<file path="config.mk">
export PLATFORM = sky130hd
export DESIGN_NAME = mips_cache_controller_param
export DESIGN_NICKNAME = d
export VERILOG_FILES = /design/src/rtl/mips_cache_controller_param.sv
export SDC_FILE = /design/constraint.sdc
export NUM_CORES = 2
export LEC_CHECK = 0
export CAP_MARGIN = 20
export CORE_MARGIN = 2
export CORE_UTILIZATION = 56
export CTS_BUF_LIST = sky130_fd_sc_hd__clkbuf_16
export DETAILED_ROUTE_END_ITERATION = 16
export GPL_TIMING_DRIVEN = 0
export HOLD_SLACK_MARGIN = 0.05
export PLACE_DENSITY = 0.8
export SETUP_SLACK_MARGIN = 0.05
export SLEW_MARGIN = 15
export SYNTH_ARGS = -nofsm -noshare
export SYNTH_HDL_FRONTEND = slang
export SYNTH_SLANG_ARGS = --single-unit
</file>
<file path="constraint.sdc">
create_clock -name clk -period 14.4 [get_ports clk]
set_clock_uncertainty 0.05 [all_clocks]
set_input_delay 2.88 -clock clk [delete_from_list [all_inputs] [get_ports clk]]
set_output_delay 2.88 -clock clk [all_outputs]
set_load 0.005 [all_outputs]
</file>
<file path="src/rtl/mips_cache_controller_param.sv">
// Direct-mapped write-through, no-write-allocate cache between the MIPS data port and the memory bus; read hits take zero wait states.
// The CPU is stalled through cpu_waitrequest during line fills and memory writes; defining CACHE_STATS_EN adds hit/miss/write counters.
module mips_cache_controller_param #(
  parameter int LINES          = 16,
  parameter int WORDS_PER_LINE = 4
) (
  input  logic        clk,
  input  logic        rst,
  input  logic [31:0] cpu_address,
  input  logic        cpu_read,
  input  logic        cpu_write,
  input  logic [31:0] cpu_writedata,
  input  logic [3:0]  cpu_byteenable,
  output logic        cpu_waitrequest,
  output logic [31:0] cpu_readdata,
  input  logic        invalidate,
  output logic [31:0] address,
  output logic        write,
  output logic        read,
  output logic [31:0] writedata,
  output logic [3:0]  byteenable,
  input  logic        waitrequest,
  input  logic [31:0] readdata
`ifdef CACHE_STATS_EN
  ,
  output logic [31:0] stat_hits,
  output logic [31:0] stat_misses,
  output logic [31:0] stat_writes
`endif
);

  localparam int IW  = $clog2(LINES);
  localparam int OW  = $clog2(WORDS_PER_LINE);
  localparam int OWX = (OW > 0) ? OW : 1;
  localparam int TW  = 30 - OW - IW;
  localparam int FW  = IW + OW;
  localparam int NW  = LINES * WORDS_PER_LINE;

  typedef enum logic [1:0] {
    STATE_IDLE  = 2'd0,
    STATE_WRITE = 2'd1,
    STATE_FETCH = 2'd2
  } state_t;

  state_t           state_q, state_d;
  logic [OWX-1:0]   cnt_q, cnt_d;
  logic [LINES-1:0] valid_q, valid_d;
  logic             inv_pend_q, inv_pend_d;

  logic [TW-1:0]    tag_q  [LINES];
  logic [31:0]      data_q [NW];

  logic [TW-1:0]    req_tag;
  logic [IW-1:0]    req_idx;
  logic [FW-1:0]    word_ptr;
  logic [FW-1:0]    fill_ptr;
  logic [31:0]      fetch_addr;
  logic             line_hit;
  logic             last_word;
  logic             fill_beat;
  logic             fill_done;
  logic             wr_done;
  logic             to_idle;
  logic             idle_rd_hit;
  logic             addr_lsb_unused;

  assign addr_lsb_unused = ^cpu_address[1:0];

  // index and offset are contiguous, so the flat word pointer is a plain slice
  assign req_tag    = cpu_address[31 -: TW];
  assign req_idx    = cpu_address[2+OW +: IW];
  assign word_ptr   = cpu_address[2 +: FW];
  assign fill_ptr   = (FW'(req_idx) << OW) | FW'(cnt_q);
  assign fetch_addr = {cpu_address[31:2+OW], {(OW+2){1'b0}}} | (32'(cnt_q) << 2);

  assign line_hit    = valid_q[req_idx] && (tag_q[req_idx] == req_tag);
  assign last_word   = (cnt_q == OWX'(WORDS_PER_LINE - 1));
  assign fill_beat   = (state_q == STATE_FETCH) && !waitrequest;
  assign fill_done   = fill_beat && last_word;
  assign wr_done     = (state_q == STATE_WRITE) && !waitrequest;
  assign to_idle     = fill_done || wr_done;
  // an invalidate in the same cycle forces the lookup to miss
  assign idle_rd_hit = (state_q == STATE_IDLE) && cpu_read && !cpu_write &&
                       line_hit && !invalidate;

  always_ff @(posedge clk or negedge rst) begin
    if (!rst) begin
      state_q    <= STATE_IDLE;
      cnt_q      <= '0;
      valid_q    <= '0;
      inv_pend_q <= 1'b0;
    end else begin
      state_q    <= state_d;
      cnt_q      <= cnt_d;
      valid_q    <= valid_d;
      inv_pend_q <= inv_pend_d;
    end
  end

  always_comb begin
    state_d = state_q;
    cnt_d   = cnt_q;
    case (state_q)
      STATE_IDLE: begin
        cnt_d = '0;
        if (cpu_write) begin
          state_d = STATE_WRITE;
        end else if (cpu_read && !idle_rd_hit) begin
          state_d = STATE_FETCH;
        end
      end
      STATE_FETCH: begin
        if (!waitrequest) begin
          cnt_d = cnt_q + OWX'(1);
          if (last_word) begin
            state_d = STATE_IDLE;
          end
        end
      end
      STATE_WRITE: begin
        if (!waitrequest) begin
          state_d = STATE_IDLE;
        end
      end
      default: state_d = STATE_IDLE;
    endcase
  end

  // a pending invalidate lands on the same edge that returns to IDLE, so it
  // also wipes the line that fill is just completing
  always_comb begin
    valid_d    = valid_q;
    inv_pend_d = inv_pend_q;
    if (fill_done) begin
      valid_d[req_idx] = 1'b1;
    end
    if (state_q == STATE_IDLE) begin
      inv_pend_d = 1'b0;
      if (invalidate) begin
        valid_d = '0;
      end
    end else if (to_idle) begin
      inv_pend_d = 1'b0;
      if (inv_pend_q || invalidate) begin
        valid_d = '0;
      end
    end else if (invalidate) begin
      inv_pend_d = 1'b1;
    end
  end

  always_ff @(posedge clk) begin
    if (fill_beat) begin
      data_q[fill_ptr] <= readdata;
    end
    if (fill_done) begin
      tag_q[req_idx] <= req_tag;
    end
    if (wr_done && line_hit) begin
      for (int b = 0; b < 4; b++) begin
        if (cpu_byteenable[b]) begin
          data_q[word_ptr][8*b +: 8] <= cpu_writedata[8*b +: 8];
        end
      end
    end
  end

  always_comb begin
    cpu_waitrequest = 1'b1;
    read            = 1'b0;
    write           = 1'b0;
    address         = '0;
    writedata       = '0;
    byteenable      = '0;
    case (state_q)
      STATE_IDLE: begin
        cpu_waitrequest = !idle_rd_hit;
      end
      STATE_FETCH: begin
        read       = 1'b1;
        address    = fetch_addr;
        byteenable = 4'hF;
      end
      STATE_WRITE: begin
        write           = 1'b1;
        address         = {cpu_address[31:2], 2'b00};
        writedata       = cpu_writedata;
        byteenable      = cpu_byteenable;
        cpu_waitrequest = waitrequest;
      end
      default: cpu_waitrequest = 1'b1;
    endcase
  end

  assign cpu_readdata = data_q[word_ptr];

`ifdef CACHE_STATS_EN
  logic [31:0] hits_q, misses_q, writes_q;

  always_ff @(posedge clk or negedge rst) begin
    if (!rst) begin
      hits_q   <= '0;
      misses_q <= '0;
      writes_q <= '0;
    end else begin
      if (idle_rd_hit) begin
        hits_q <= hits_q + 32'd1;
      end
      if ((state_q != STATE_FETCH) && (state_d == STATE_FETCH)) begin
        misses_q <= misses_q + 32'd1;
      end
      if (wr_done) begin
        writes_q <= writes_q + 32'd1;
      end
    end
  end

  assign stat_hits   = hits_q;
  assign stat_misses = misses_q;
  assign stat_writes = writes_q;
`endif

  a_rd_wr_exclusive: assert property (@(posedge clk) disable iff (!rst) !(read && write));

endmodule

</file>
Word-level counts from Yosys, hierarchy flattened
Memories as Yosys holds them, arrays and structs flattened.
Cells that the tools add are included.
Storage, ports and cells
  flip-flop bits (word level): 21
  latch bits: 0
  memory bits (writable): 2432
  memory bits (read-only): 0
  bits of input ports: 106
  logic and storage cells: 88
  memories: 2
Cells by class
  add/sub/neg operators: 1
  multiply operators: 0
  div/mod/pow operators: 0
  order comparisons: 2
  eq/ne operators: 8
  shift-type cells: 0
  mux-type cells: 45
  bitwise gates (word level): 3
  reduce and logical (&&, ||, !) cells: 23
Memories
  data_q: words 64, width 32, read ports 1, clocked after Yosys merged registers in 0, write ports 1, line 51  | logic [31:0] data_q [NW];
  tag_q: words 16, width 24, read ports 1, clocked after Yosys merged registers in 0, write ports 1, line 50  | logic [TW-1:0] tag_q [LINES];
Operators with widths (count)
  $mux W16: 5
  $mux W32: 2
  $pmux W32 S2: 1
  $or A32 B4 Y32: 1
  $reduce_or A32 Y1: 1
  $eq A24 B24 Y1: 1
  $mux W1: 23
  $or A16 B16 Y16: 1
  $mux W2: 6
  $logic_and A1 B1 Y1: 11
  $pmux W4 S2: 1
  $mux W6: 1
  $ne A2 B2 Y1 const B: 3
  $or A6 B2 Y6: 1
  $pmux W2 S3: 1
  $lt A4 B5 Y1 const B: 1
  $bmux W1 S4: 1
  $demux W1 S4: 1
  $eq A2 B2 Y1 const B: 2
  $ge A4 B1 Y1 const B: 1
  $logic_not A1 Y1: 4
  $mux W4: 1
  $pmux W2 S2: 1
  $reduce_and A4 Y1: 1
  other kinds (9): 10

Depth between registers and ports, before layout
  depth in word-level cells: 10
  depth in mapped cells: 16
  depth with buffers taken out: 10

Worst setup path before layout
OpenSTA, ideal clock, no wires.
  kind: input-to-output
  from: in cpu_address[2]
  to: out cpu_readdata[16]
  arrival time: 5.750 ns
  setup slack: 5.720 ns
  cell stages on the path: 10
  buffers on the path: 5
  path through: buf_2 > buf_2 > buf_2 > clkbuf_1 > buf_1 > mux4_2 > a22oi_1 > o22ai_1 > a211oi_1 > o21ai_0
Between the ends
  longest elaborated chain between the ends: 1
RTL lines
  from (decl): line 9  | input logic [31:0] cpu_address,
  $mem_v2 Z64 W32
  to (decl): line 15  | output logic [31:0] cpu_readdata,
Every way passes these cells.

Worst setup path after layout
  from: in cpu_address[5]
  to: out cpu_readdata[25]
Same word-level chain as after synthesis.

==> run metrics <==
Placement Cell Area=103700 um2; met3 usage=0.1927; Switch Pwr=3.715 mW; CP max FO=10; Remaining DRCs=0; Post-Route Setup TNS=0 ps; largest net degree at the start of global routing=65; routed vias=roughly 56000; final setup violation count=0; hold_buf cts=0; Placer Congestion=~0.99; critical path's slowest cell=buf_1; Final period util=0.9394; Max Slew Vio Count=0; maximum clock path buffer count=3; post-synth top area share=0.7566; final core utilization=0.6500; layout overhead on the synthesized area=15.38%; GRT overflow=0; Final WS setup=just under 900 ps; Pwr Density=around 140 nW/um2; Cell Area, Synth=96530 um2; worst flop-to-flop path startpoint=tag_q[6][17]; MaxCap Viol Count=0; ys flop type=edfxtp_1; Power Internal=11.60 mW; Synth area leaders=edfxtp_1 (76%), mux4_2 (16%), mux2i_1 (1.2%), nor2_1 (0.99%), clkbuf_1 (0.55%); RR Endpoint=data_q[63][9]; Sw Share=0.2425; total power=15.32 mW; DP Cell Count=6994; RSZ-0062 raised after global routing=false; Worst VDD drop=0.1521 mV; initial antenna violation count=26; Num CTS Buffers=224; Data required, critical path=about 11000 ps; Post-CTS Setup Inserts=0; crit path cell chain=clkbuf_1, buf_2, buf_2, buf_2, buf_1, buf_2, buf_2, buf_2, clkbuf_1, o21ai_0, a21oi_1, o21ai_0, clkdlybuf4s50_1; NumNets Final=about 5000; die width=419.2 um; layout cells sized above 1=0.2859; first-pass GRT wire length=450.7 mm; Routed WL=340.7 mm; Hold Path Sink=valid_q[4]; CP top delay family=buffers and inverters; P_leak=35.47 nW; HP Start=valid_q[4]; most common cell after layout, fill and taps aside=edfxtp_1; CTS root buffer=clkbuf_16; crit end category=output pin; syn_area_per_cell=22.01 um2; Clk pwr share=0.390; CTS tree=done; H-tree depth=4; Final min period=13530 ps; antenna viol nets, final=0; clock latency on the worst-skew pair=just over 900 ps; design area=roughly 110000 um2; core area=171400 um2; drt wl/cell=45.59 um; Storage cell area=73560 um2; vias in the first global route=approximately 53000; R2R depth=11; sequential area share after synthesis=0.7620; Critical Path AT=about 11000 ps; Synth area leader=edfxtp_1; fill cell count=10520; met2 Use GR=0.5506; Post-synth EDFFs=between 2000 and 2500; drt first pass iters=9; worst path bufs/invs=10; Final Hold Vio Count=0; die area=around 180000 um2; # resized after CTS=0; Min Hold Slack=443.0 ps; Flop pwr share=0.515; CTS Sinks=approximately 2500; crit path launch type=primary input; Max Clk Rate=73.93 MHz; worst min path class=reg -> reg; Place WS=1392 ps; Seq cells post-synth=2453; die extent in y=between 400 and 500 um; post-synthesis async set-or-reset flop share=0.008561; Hold Path Depth=1; status=finished, final reports clean; crit-path most repeated cell=buf_2; slowest stage delay, CP=890 ps; Global Route Usage Sum=0.3896; Rows=152; worst rel slew slack=0.008045; Comb pwr share=0.095; Setup Crit Path Kind=in -> out; met1 global-route usage=0.4557; Via-to-Cell Ratio=7.518; DR iter-0 viols=~11000; starting density of the core=0.5633; Slew @ Worst Pin=1488 ps; # IOs=209; cell count after synthesis=4385; Worst-path clk slew=60 ps; most frequent cells in the layout=edfxtp_1 (2432), mux4_2 (677), nor2_1 (234), clkbuf_16 (225), clkdlybuf4s50_1 (199); GRT busiest layer=met2; multi-input gate area in the final layout=22240 um2; Final HPWL DP=215.0 mm; Yosys cell types=79; Yosys warning count=0; non-filler cells, final=around 7500; setup slack, reg-to-reg=8820 ps; port bufs=199
==> power by group through the flow <==
stage	registers, mW	logic, mW	clock network, mW
6_report	7.88	1.46	5.97
5_1_grt	7.88	1.44	6.16
4_1_cts	7.88	1.37	5.90
3_5_place_dp	8.04	1.35	0
3_3_place_gp	8.03	1.28	0
2_1_floorplan	8.03	0.611	0
==> layout make-up <==
cell class / count / share of cell area
flip-flops and latches: 2453 / 0.6604
multi-input cells: 1663 / 0.1996
clock buffers: 225 / 0.05055
repair buffers: 313 / 0.03540
well taps: 2310 / 0.02595
clock inverters: 189 / 0.01487
plain buffers: 259 / 0.01169
diodes: 50 / 0.001123
inverters: 11 / 0.0003707
==> registers in the layout (all words and copies together), names as in the netlist <==
signal and cells:
cnt_q 2, data_q 2048, inv_pend_q 1, state_q 2
tag_q 384, valid_q 16
==> logic make-up (layout without fill, tap and decap cells) <==
family / after synthesis / in the layout / share of synthesized area
adders and majority gates: 4 / 4 / 0.0005185
xor gates and xnor gates: 32 / 32 / 0.002903
muxes: 829 / 829 / 0.1742
AOI/OAI and AO/OA: 259 / 259 / 0.02115
and+or+nand+nor: 537 / 537 / 0.02691
other: 1 / 52 / 0.00003885
DFF: 2453 / 2453 / 0.7620
buffers and inverters: 270 / 997 / 0.01231
==> worst max-delay path by stage <==
stage / from / end / slack (ps) / depth (start not counted)
floorplan: cpu_address[2] / cpu_readdata[16] / 5720 / 10
global placement: cpu_address[3] / cpu_readdata[26] / 1170 / 10
detailed placement: cpu_address[5] / cpu_readdata[25] / 1390 / 13
CTS: cpu_address[5] / cpu_readdata[25] / 1210 / 13
global route: cpu_address[5] / cpu_readdata[25] / 1350 / 13
finish: cpu_address[5] / cpu_readdata[25] / 870 / 13
==> synthesized netlist by cell type, drive strengths merged (14+ instances only) <==
master	number
mux2	35
o21ai	48
xnor2	22
nand2	69
nor2b	14
mux4	677
o21a	22
nor3	59
nor2	255
buf	117
nand3	22
o22ai	14
dfrtp	21
a22oi	72
mux2i	117
edfxtp	2432
clkbuf	142
and2	70
a21oi	39
==> metal layers <==
metal,part of all wire,vias to the layer above
li1,-,19550
met1,0.29,28340
met2,0.43,6590
met3,0.18,1683
met4,0.10,18
met5,0.0017,-
Note: power is estimated with default switching activity, not from simulation.
